--- config.mk ---
export PLATFORM = sky130hd
export DESIGN_NAME = sensor_pattern_gen_flat
export DESIGN_NICKNAME = d
export VERILOG_FILES = /design/src/rtl/sensor_pattern_gen_if.sv /design/src/rtl/sensor_pattern_gen.sv /design/src/flat_wrapper.sv
export SDC_FILE = /design/constraint.sdc
export NUM_CORES = 1
export LEC_CHECK = 0
export BUFFER_PORTS_ARGS = -buffer_cell sky130_fd_sc_hd__buf_2
export CORE_MARGIN = 3
export CORE_UTILIZATION = 47
export DETAILED_ROUTE_END_ITERATION = 16
export GPL_TIMING_DRIVEN = 0
export PLACE_DENSITY = 0.67
export SKIP_LAST_GASP = 1
export SLEW_MARGIN = 15
export SYNTH_ARGS = -nofsm -noshare
export SYNTH_HDL_FRONTEND = slang
export SYNTH_SLANG_ARGS = --single-unit
export TNS_END_PERCENT = 1
--- constraint.sdc ---
create_clock -name clk -period 2 [get_ports clk]
set_input_delay 0.4 -clock clk [delete_from_list [all_inputs] [get_ports clk]]
set_output_delay 0.4 -clock clk [all_outputs]
set_load 0.05 [all_outputs]
--- src/rtl/sensor_pattern_gen_if.sv ---
// Request and sensor-beam signal bundle for sensor_pattern_gen.
// The master side issues car requests and the slave side drives the C/D beams.
interface sensor_pattern_gen_if;
    logic enter_req;
    logic exit_req;
    logic C;
    logic D;
    logic busy;
    logic done;
    logic drop;

    modport master (
        output enter_req, exit_req,
        input  C, D, busy, done, drop
    );

    modport slave (
        input  enter_req, exit_req,
        output C, D, busy, done, drop
    );
endinterface

--- src/rtl/sensor_pattern_gen.sv ---
// Turns entry/exit request pulses into the Gray-coded C/D beam sequence of a passing car.
// Each request can be buffered in a one-deep pending slot, so back-to-back cars chain without idle gaps.
module sensor_pattern_gen #(
    parameter int HOLD = 3,
    parameter int GAP  = 2
) (
    input  logic                 clk,
    input  logic                 reset,
    sensor_pattern_gen_if.slave  bus
);
    localparam int MAXV = (HOLD > GAP) ? HOLD : GAP;
    localparam int CW   = (MAXV > 1) ? $clog2(MAXV) : 1;
    localparam logic [CW-1:0] HOLD_LAST = CW'(HOLD - 1);
    localparam logic [CW-1:0] GAP_LAST  = CW'(GAP - 1);

    typedef enum logic [2:0] {
        S_IDLE,
        S_PH1,
        S_PH2,
        S_PH3,
        S_GAPS
    } state_t;

    state_t        r_state, w_state_n;
    logic [CW-1:0] r_cnt, w_cnt_n;
    logic          r_dir, w_dir_n;
    logic          r_pv, w_pv_n;
    logic          r_pd, w_pd_n;
    logic          r_c, r_d, r_busy, r_done, r_drop;
    logic          w_c_n, w_d_n, w_busy_n, w_done_n, w_drop_n;

    always_ff @(posedge clk) begin
        if (reset) begin
            r_state <= S_IDLE;
            r_cnt   <= '0;
            r_dir   <= 1'b0;
            r_pv    <= 1'b0;
            r_pd    <= 1'b0;
            r_c     <= 1'b0;
            r_d     <= 1'b0;
            r_busy  <= 1'b0;
            r_done  <= 1'b0;
            r_drop  <= 1'b0;
        end else begin
            r_state <= w_state_n;
            r_cnt   <= w_cnt_n;
            r_dir   <= w_dir_n;
            r_pv    <= w_pv_n;
            r_pd    <= w_pd_n;
            r_c     <= w_c_n;
            r_d     <= w_d_n;
            r_busy  <= w_busy_n;
            r_done  <= w_done_n;
            r_drop  <= w_drop_n;
        end
    end

    always_comb begin
        w_state_n = r_state;
        w_cnt_n   = r_cnt + CW'(1);
        w_dir_n   = r_dir;
        w_pv_n    = r_pv;
        w_pd_n    = r_pd;
        w_drop_n  = 1'b0;

        if (r_state == S_IDLE) begin
            w_cnt_n = '0;
            if (bus.enter_req) begin
                w_state_n = S_PH1;
                w_dir_n   = 1'b0;
                if (bus.exit_req) begin
                    w_pv_n = 1'b1;
                    w_pd_n = 1'b1;
                end
            end else if (bus.exit_req) begin
                w_state_n = S_PH1;
                w_dir_n   = 1'b1;
            end
        end else begin
            // Busy: enter has priority for the slot; the loser of a simultaneous pair is dropped.
            if (bus.enter_req || bus.exit_req) begin
                if (!r_pv) begin
                    w_pv_n   = 1'b1;
                    w_pd_n   = !bus.enter_req;
                    w_drop_n = bus.enter_req && bus.exit_req;
                end else begin
                    w_drop_n = 1'b1;
                end
            end

            case (r_state)
                S_PH1: if (r_cnt == HOLD_LAST) begin
                    w_state_n = S_PH2;
                    w_cnt_n   = '0;
                end
                S_PH2: if (r_cnt == HOLD_LAST) begin
                    w_state_n = S_PH3;
                    w_cnt_n   = '0;
                end
                S_PH3: if (r_cnt == HOLD_LAST) begin
                    w_state_n = S_GAPS;
                    w_cnt_n   = '0;
                end
                S_GAPS: if (r_cnt == GAP_LAST) begin
                    w_cnt_n = '0;
                    // A request landing in the slot on this same edge chains straight away.
                    if (w_pv_n) begin
                        w_state_n = S_PH1;
                        w_dir_n   = w_pd_n;
                        w_pv_n    = 1'b0;
                    end else begin
                        w_state_n = S_IDLE;
                    end
                end
                default: w_state_n = S_IDLE;
            endcase
        end

        w_c_n = 1'b0;
        w_d_n = 1'b0;
        case (w_state_n)
            S_PH1: begin
                w_c_n = !w_dir_n;
                w_d_n = w_dir_n;
            end
            S_PH2: begin
                w_c_n = 1'b1;
                w_d_n = 1'b1;
            end
            S_PH3: begin
                w_c_n = w_dir_n;
                w_d_n = !w_dir_n;
            end
            default: begin
                w_c_n = 1'b0;
                w_d_n = 1'b0;
            end
        endcase
        w_busy_n = (w_state_n != S_IDLE);
        w_done_n = (w_state_n == S_GAPS) && (w_cnt_n == GAP_LAST);
    end

    assign bus.C    = r_c;
    assign bus.D    = r_d;
    assign bus.busy = r_busy;
    assign bus.done = r_done;
    assign bus.drop = r_drop;
endmodule

--- src/flat_wrapper.sv ---
// flat-port wrapper written by rule: the top's interface ports become plain ports
module sensor_pattern_gen_flat 
#(
    parameter int HOLD = 3,
    parameter int GAP  = 2
)
  (clk, reset, bus_enter_req, bus_exit_req, bus_C, bus_D, bus_busy, bus_done, bus_drop);
  sensor_pattern_gen_if bus_i ();
  input  logic clk;
  input  logic reset;
  input wire logic [$bits(bus_i.enter_req)-1:0] bus_enter_req;
  input wire logic [$bits(bus_i.exit_req)-1:0] bus_exit_req;
  output wire logic [$bits(bus_i.C)-1:0] bus_C;
  output wire logic [$bits(bus_i.D)-1:0] bus_D;
  output wire logic [$bits(bus_i.busy)-1:0] bus_busy;
  output wire logic [$bits(bus_i.done)-1:0] bus_done;
  output wire logic [$bits(bus_i.drop)-1:0] bus_drop;
  assign bus_i.enter_req = bus_enter_req;
  assign bus_i.exit_req = bus_exit_req;
  assign bus_C = bus_i.C;
  assign bus_D = bus_i.D;
  assign bus_busy = bus_i.busy;
  assign bus_done = bus_i.done;
  assign bus_drop = bus_i.drop;
  sensor_pattern_gen #(.HOLD(HOLD), .GAP(GAP)) u_core (.clk(clk), .reset(reset), .bus(bus_i));
endmodule
==> results by stage, run 1 <==
Clock network:
- Buffers added to address setup during post-CTS repair amount to 0.
- The number of clock buffers added by TritonCTS is 3.
- The buffer depth of the longest clock path is 2.
- The clock latency of the later-clocked register in the worst-skew pair is roughly 0.28 ns.
- Hold repair after CTS inserted 0 buffers.
- The clock tree from TritonCTS is yes.
- CTS built an H-tree with a depth of 1.
- The root buffer cell is clkbuf_4.
- The post-cts resize count is 0.
- For this design, the sink count on the clock tree is 13.
- After clock tree synthesis, the clock-pin slew on the worst setup and hold paths is 0.08 ns.

Outcome:
- The run finished with clean final reports.

Die:
- The row count is 13.
- The area enclosed by the die boundary is around 2100 sq um.
- The effective utilization at floorplan is 0.544.
- The height of the die is 46.2 um.
- The top-level I/O count is 9.
- From left edge to right edge, the die measures 46.2 um.
- The core region area is 1400 sq um.

Logic synthesis:
- The number of distinct library cells after synthesis is 41.
- Counting flops and latches in the post-synthesis netlist gives 13.
- The average instance area after synthesis is 9.28 sq um.
- Ranked by total cell area, the synthesized netlist is headed by dfxtp_1, ha_1, nor2_1, mux2i_1, nor2_8.
- Of the post-synthesis cell area, the dominant cell type holds 0.342.
- The mapped cell area is 761 sq um.
- The cell type with the highest aggregate area in the netlist is dfxtp_1.
- The part of the Yosys area used for sequential elements is 0.342.
- The gate count after technology mapping is roughly 80.
- The count of flip-flops with a built-in enable after synthesis is 0.
- Synthesis produced a netlist with a net count of 91.
- The prevailing post-synth register cell is dfxtp_1.
- Yosys instantiated no cell more often than dfxtp_1.
- By count the netlist is led by dfxtp_1, nor2_1, ha_1, inv_1, nand2_1.
- The warning count from the yosys run is 0.
- In the synthesized netlist the async set-or-reset flop fraction comes to 0.

Place:
- The detailed-placement wirelength estimate is 1060 um.
- The setup slack at placement is 0.410 ns.
- The count of buffers from port buffering is 7.
- Routability-driven placement finished with a final weighted congestion of 0.829.

Drt:
- After detailed routing, the number of vias per cell comes to 5.61.
- The remaining routing DRC violations is 0.
- The average detailed-routed wire length per instance is 13.1 um.
- Before antenna repair, the detailed router went through 4 iterations.
- The via count of the routed design is 606.
- The antenna violation net count after detailed routing is 0.
- After detailed routing, the total wire length is 1420 um.
- The number of DRC markers in iteration 0 is 15.

Power:
- The power density normalized to cell area is 696 nW/um^2.
- The total leakage power is 0.360 nW.
- The worst IR drop on VDD is roughly 0.42 mV.

Timing:
- Setup repair after global routing left no endpoint under its margin.
- Derived from the worst setup path, the maximum achievable clock frequency is 0.632 GHz.
- Adding up every negative setup slack in the final design gives 0 ns.
- The number of max-slew violations in the final report was 0.
- Of the available clock period, the critical path in the final layout requires 0.791.
- For the pin with the worst max-slew slack, the measured transition is 0.443 ns.
- The number of endpoints with negative hold slack in the final report was 0.
- Headroom to the max-slew limit came out at 0.705.
- Setup violations remaining at the end of the flow were counted as 0.
- The worst path needs 1.58 ns of the cycle, external delays included.
- The final clock skew is 0.00718 ns.
- Once routing completed, OpenROAD measured the worst setup slack at 0.418 ns.

Worst setup path:
- In this run the worst path has a maximum fanout of 5.
- The largest incremental delay on the critical path is 0.36 ns.
- The startpoint identified for the worst register-to-register timing path is u_core.r_cnt[0]$_SDFF_PP0_.
- STA classifies the critical path startpoint as a flop.
- In this run the worst setup path begins at u_core.r_cnt[0]$_SDFF_PP0_.
- The type of the setup path with the least slack is flop to flop.
- At the worst endpoint, the arrival time is 1.77 ns.
- The sum of buffers and inverters on the critical path is 1.
- The worst setup path is captured at a flop.
- On the critical path, the stage with the largest delay is an instance of dfxtp_1.
- The data required time at the worst endpoint is 2.19 ns.
- Broken down by cell family, the worst path's largest delay share belongs to compound AO/OA/AOI/OAI gates.
- Traced cell by cell, the critical path runs through inv_1 -> ha_1 -> a32o_2 -> a21oi_4 -> nor2_2 -> mux2i_1.

Layout:
- In the final layout, the share of cells above drive strength 1 is 0.237.
- 0 antenna diodes ended up in the layout.
- The layout-stage area growth over the synthesis result is 10.5%.
- The final layout net count is 103.

GRT:
- The maximum number of pins on one net before global-route repair is 11.
- The via count of the first global-routing pass is around 520.
- The global-route wire length before repair is roughly 2300 um.
- The number of antenna violations at the first check in global routing is 0.
- The remaining global-route overflow is 0.
- The overall fraction of global-route tracks in use is 0.159.

Flow run:
- The max capacitance violation total is 0.

Worst hold path:
- The class of the worst hold path is input port to flop.
- The startpoint of the worst hold path is bus_exit_req.
path summary, 6_finish.rpt:
kind	endpoint	slack [ns]	depth (start not counted)
max	u_core.bus.D$_SDFF_PP0_	0.42	6
min reg2reg	u_core.r_pd$_SDFFE_PP0P_	0.49	2
min	u_core.bus.drop$_SDFF_PP0_	0.45	3
max reg2reg	u_core.bus.D$_SDFF_PP0_	0.42	6
report_power, final:
group | leakage [nW] | switching [mW] | internal, mW
sequential | 0.107 | 0.00841 | 0.275
clock | 0.0150 | 0.0857 | 0.0774
combinational | 0.238 | 0.0872 | 0.0513
total | 0.360 | 0.181 | 0.404
cells by family after synthesis:
| group | synth area share |
|---|---|
| muxes | 0.0543 |
| and+or+nand+nor | 0.257 |
| xor gates and xnor gates | 0.0115 |
| AOI/OAI and AO/OA | 0.183 |
| DFF | 0.342 |
| buffers and inverters | 0.0707 |
| adders and majority gates | 0.0822 |
worst reg2reg max path: cells and delay by family, from the launching register on:
kind	cells	cell delay (ns)
AOI/OAI and AO/OA	2	0.52
adders and majority gates	1	0.25
buffers and inverters	1	0.09
DFF	1	0.36
muxes	1	0.19
and+or+nand+nor	1	0.08
metal layers:
layer,vias up,wire length [um],GRT usage
met5,-,0,0
met2,7,684,0.261
li1,312,-,-
met1,282,662,0.189
met3,5,36,0.0234
met4,0,36,0.102
cell usage in the layout (no fill, tap or decap), types with 2 or more instances in the layout:
| cell type | n |
|---|---|
| buf_4 | 2 |
| clkbuf_4 | 3 |
| dfxtp_1 | 13 |
| nand2_1 | 5 |
| buf_2 | 8 |
| mux2i_1 | 3 |
| inv_1 | 5 |
| o21ai_0 | 2 |
| a21oi_1 | 2 |
| clkbuf_1 | 2 |
| ha_1 | 5 |
| nor2_1 | 12 |
| a211oi_1 | 2 |
cell type report:
cell class,count,area (sq um)
tap,15,18.8
multi-input combinational,59,447
sequential,13,260
buffer,5,35.0
timing repair buffer,7,35.0
clock buffer,4,26.3
inverter,5,18.8
fill,132,558
flip-flops by register name, summed over array words and instances, names as in the netlist:
name,flops
u_core.bus.drop,1
u_core.bus.busy,1
u_core.bus.done,1
u_core.r_state,3
u_core.r_cnt,2
u_core.r_pv,1
u_core.bus.D,1
u_core.r_dir,1
u_core.r_pd,1
u_core.bus.C,1
through the flow:
stage / instance area, sq um / power, mW / cells / util / hold slack (ns)
after floorplan: 761 / 0.402 / 82 / - / 0.446
final: 841 / 0.586 / 108 / 0.601 / 0.447
after detailed placement: 815 / 0.429 / 104 / 0.582 / 0.476
after CTS: 841 / 0.590 / 108 / 0.601 / 0.440
after global placement: 815 / 0.427 / 104 / 0.582 / 0.459
after global routing: 841 / 0.609 / 108 / 0.601 / 0.468
Power figures use the tool's default switching activity.
==> run 2, diff against run 1 <==
Clock period 2 ns to 1.5 ns, I/O delays scaled along.
==> run 2 against run 1 <==
  * Via count is 4.3% higher
  * Sequential cell count unchanged
  * Count of clock-buffer cells in the layout unchanged
  * Routed wire length up 5.7%
  * Highest routed layer unchanged
  * Largest power group unchanged
  * Clock power is 34% higher
  * Combinational power increased by 54%
  * Fmax up 9.0%
==> results by stage, run 2 (same netlist as run 1, synthesis figures left out) <==
GRT:
- The remaining global-route overflow is 0 (unchanged).
- The via count of the first global-routing pass is 551 (+5.4%).
- The overall fraction of global-route tracks in use is 0.163 (+0.00478).
- The maximum number of pins on one net before global-route repair is 11 (unchanged).
- The global-route wire length before repair is 2420 um (+4.1%).
- The number of antenna violations at the first check in global routing is 0 (unchanged).

Drt:
- The average detailed-routed wire length per instance came to 13.5 um (+2.9%).
- The wire length after detailed routing is 1500 um (+5.7%).
- The via count of the routed design is 632 (+4.3%).
- The wire length on met3 is 39 um (+8.3%).
- The antenna violation net count after detailed routing is 0 (unchanged).
- The total iterations of the first detailed-routing run came to 4 (unchanged).
- The met2 routed wirelength came to 772 um (+13%).
- The post-detailed-route via-to-cell ratio is 5.69 (+1.5%).
- The met1 wire length came to 647 um (-2.3%).
- The top routing layer in use is met4.
- The remaining routing DRC violations is 0 (unchanged).
- The number of DRC markers in iteration 0 is 6 (-9).

Timing:
- The final clock skew is 0.00655 ns (-0.000634 ns).
- The setup violation total in the final timing report is 0 (unchanged).
- The top achievable clock speed came to 0.689 GHz (+9.0%).
- The minimum clock period after layout is 1.45 ns (-0.131 ns).
- Setup repair after global routing could not meet its margin everywhere.
- The number of max-slew violations in the final report is 0 (unchanged).
- The relative max-transition margin came to 0.701 (-0.00400).
- The transition time at the pin with the least slew margin is 0.449 ns (+0.00600 ns).
- The smallest setup slack after layout is 0.0489 ns (-0.369 ns).
- The worst hold slack came to 0.307 ns (-0.140 ns).
- The ratio of final minimum period to clock period was 0.967 (+0.176).
- The number of endpoints with negative hold slack in the final report was 0 (unchanged).

Worst setup path:
- The sum of buffers and inverters on the critical path is 1 (unchanged).
- The worst setup path is of the flop to flop kind.
- For this design, the slowest cell found on the critical path is dfxtp_4.
- The largest incremental delay on the critical path is 0.37 ns (about the same).
- The critical path capture point type is a flop.
- On the critical path the largest part of the delay comes from simple AND/OR/NAND/NOR gates.
- The cell occurring most often along the worst timing path is nand2_1.
- The worst setup path is launched from a flop.
- The critical path goes through inv_2 -> ha_4 -> nand2_1 -> xor2_1 -> or2_2 -> nand2_1 -> mux2i_1.
- The maximum fanout along the worst path is 4 (-1).
- The data arrival at the endpoint of the critical path is 1.61 ns (-0.16 ns).
- The data required time at the worst endpoint came to 1.66 ns (-0.53 ns).

Clock network:
- The clock latency of the later-clocked register in the worst-skew pair is 0.28 ns (about the same).
- TritonCTS built the clock tree.
- The total number of clock tree sinks is 13 (unchanged).
- The hold buffer count at CTS is 0 (unchanged).
- The buffer depth of the longest clock path was 2 (unchanged).
- The clock transition at the registers of the reported paths came to 0.08 ns (about the same).
- The total number of H-tree levels was 1 (unchanged).
- The number of buffers added by the clock tree synthesis step is 3 (unchanged).
- CTS placed an instance of clkbuf_4 at the clock tree root.

Die:
- The row count came to 13 (unchanged).
- The core region area is 1400 sq um (unchanged).
- The top-level I/O count is 9 (unchanged).
- The effective utilization at floorplan was 0.544 (unchanged).
- The height of the die is 46.2 um (unchanged).
- The area enclosed by the die boundary is 2140 sq um (unchanged).
- The die width is 46.2 um (unchanged).

Layout:
- In the final layout, the registers with the most flip-flops are u_core.r_state x3, u_core.r_cnt x2.
- The number of flip-flops under the largest register name is 3 (unchanged).
- The fraction of layout cells with a size suffix above 1 came to 0.406 (+0.170).
- The most common cell after layout, fill and taps aside is nor2_1.
- The top cell types in the final layout, fill and taps aside, are nor2_1, dfxtp_1, buf_2.
- The layout-stage area growth over the synthesis result is 21.7%.
- The final core utilization was 0.662 (+0.0608).
- The final layout net count is 106 (+2.9%).
- The number of standard cells in the layout, taps in and fillers out is 111 (+2.8%).
- The diode insertion count for antenna repair is 0 (unchanged).
- The register with the most flip-flops is u_core.r_state.

Power:
- The switching power is 0.254 mW (+40%).
- The sequential fraction of design power was 0.469 (-0.016).
- The share of power burned in the clock network is 0.270 (-0.009).
- The worst IR drop on VDD was 0.567 mV (+34%).
- The power density normalized to cell area is 877 nW/um^2 (+26%).
- The internal portion of total power came to 0.558 mW (+38%).
- The total leakage power is 0.386 nW (+7.3%).
- The switching part of the total was 0.313 (+0.00347).
- The combinational share of power is 0.261 (+0.025).

Outcome:
- The run finished with clean final reports.

Flow run:
- The max capacitance violation total came to 0 (unchanged).

Place:
- The setup slack at placement came to -0.0458 ns (-0.456 ns).
- The final estimated routing congestion in global placement was 0.829 (unchanged).
- The count of buffers from port buffering is 7 (unchanged).
- The total instance count after detailed placement is 104 (unchanged).
- The detailed-placement wirelength estimate was 1060 um (unchanged).

Worst hold path:
- The class of the worst hold path is input port to flop.
==> run 2: cell count changes in the layout (fill, tap and decap cells not counted), moves of 2 or more <==
| cell | before | now |
|---|---|---|
| dfxtp_1 | 13 | 9 |
| ha_1 | 5 | 3 |
| buf_4 | 2 | 5 |
| ha_4 | 0 | 2 |
| inv_1 | 5 | 3 |
| dfxtp_2 | 0 | 3 |
==> run 2: repair_timing <==
action,4_1_cts,5_1_grt
pin swaps,0,4
gates cloned,0,0
endpoints found under the setup margin,3,5
resized for setup,5,13
buffers inserted,2,1
==> run 2: routing by layer <==
layer,up-vias,track usage
met4,0,0.102
met2,9,0.277
met1,294,0.189
met5,-,0
li1,324,-
met3,5,0.0234
==> run 2: area by class of cell <==
type,count,area (sq um)
inverters,5,21.3
plain buffers,5,35.0
flip-flops and latches,13,268
fillers,117,473
repair buffers,10,57.6
clock buffers,4,26.3
well taps,15,18.8
multi-input cells,59,499
==> run 2: path summary, 6_finish.rpt <==
| kind | cells after the start | startpoint | end | slack, ns |
|---|---|---|---|---|
| max | 7 | u_core.r_cnt[0]$_SDFF_PP0_ | u_core.bus.D$_SDFF_PP0_ | 0.05 |
| min | 3 | reset | u_core.r_state[1]$_SDFF_PP0_ | 0.31 |
| max reg2reg | 7 | u_core.r_cnt[0]$_SDFF_PP0_ | u_core.bus.D$_SDFF_PP0_ | 0.05 |
| min reg2reg | 2 | u_core.r_pd$_SDFFE_PP0P_ | u_core.r_pd$_SDFFE_PP0P_ | 0.49 |
==> run 2: power by group through the flow <==
stage / combinational, mW / sequential, mW / clock [mW]
after global placement: 0.182 / 0.387 / 0
after CTS: 0.199 / 0.379 / 0.222
final: 0.212 / 0.381 / 0.219
after detailed placement: 0.185 / 0.387 / 0
after floorplan: 0.117 / 0.419 / 0
after global routing: 0.230 / 0.385 / 0.228
==> run 2: worst register-to-register path, delay by kind of cell, from the launching register on <==
kind | cells | cell delay, ns
buf+inv | 1 | 0.10
simple gates | 3 | 0.45
xor+xnor | 1 | 0.15
fa+ha+maj | 1 | 0.16
mux | 1 | 0.10
flops | 1 | 0.37
==> run 2: metrics by stage <==
stage | TNS (ns) | instance area [sq um] | total power, mW
6_report | 0 | 926 | 0.812
5_1_grt | -0.0213 | 926 | 0.842
4_1_cts | -0.00422 | 875 | 0.800
3_5_place_dp | -0.0458 | 815 | 0.572
3_3_place_gp | 0 | 815 | 0.569
2_1_floorplan | 0 | 761 | 0.536
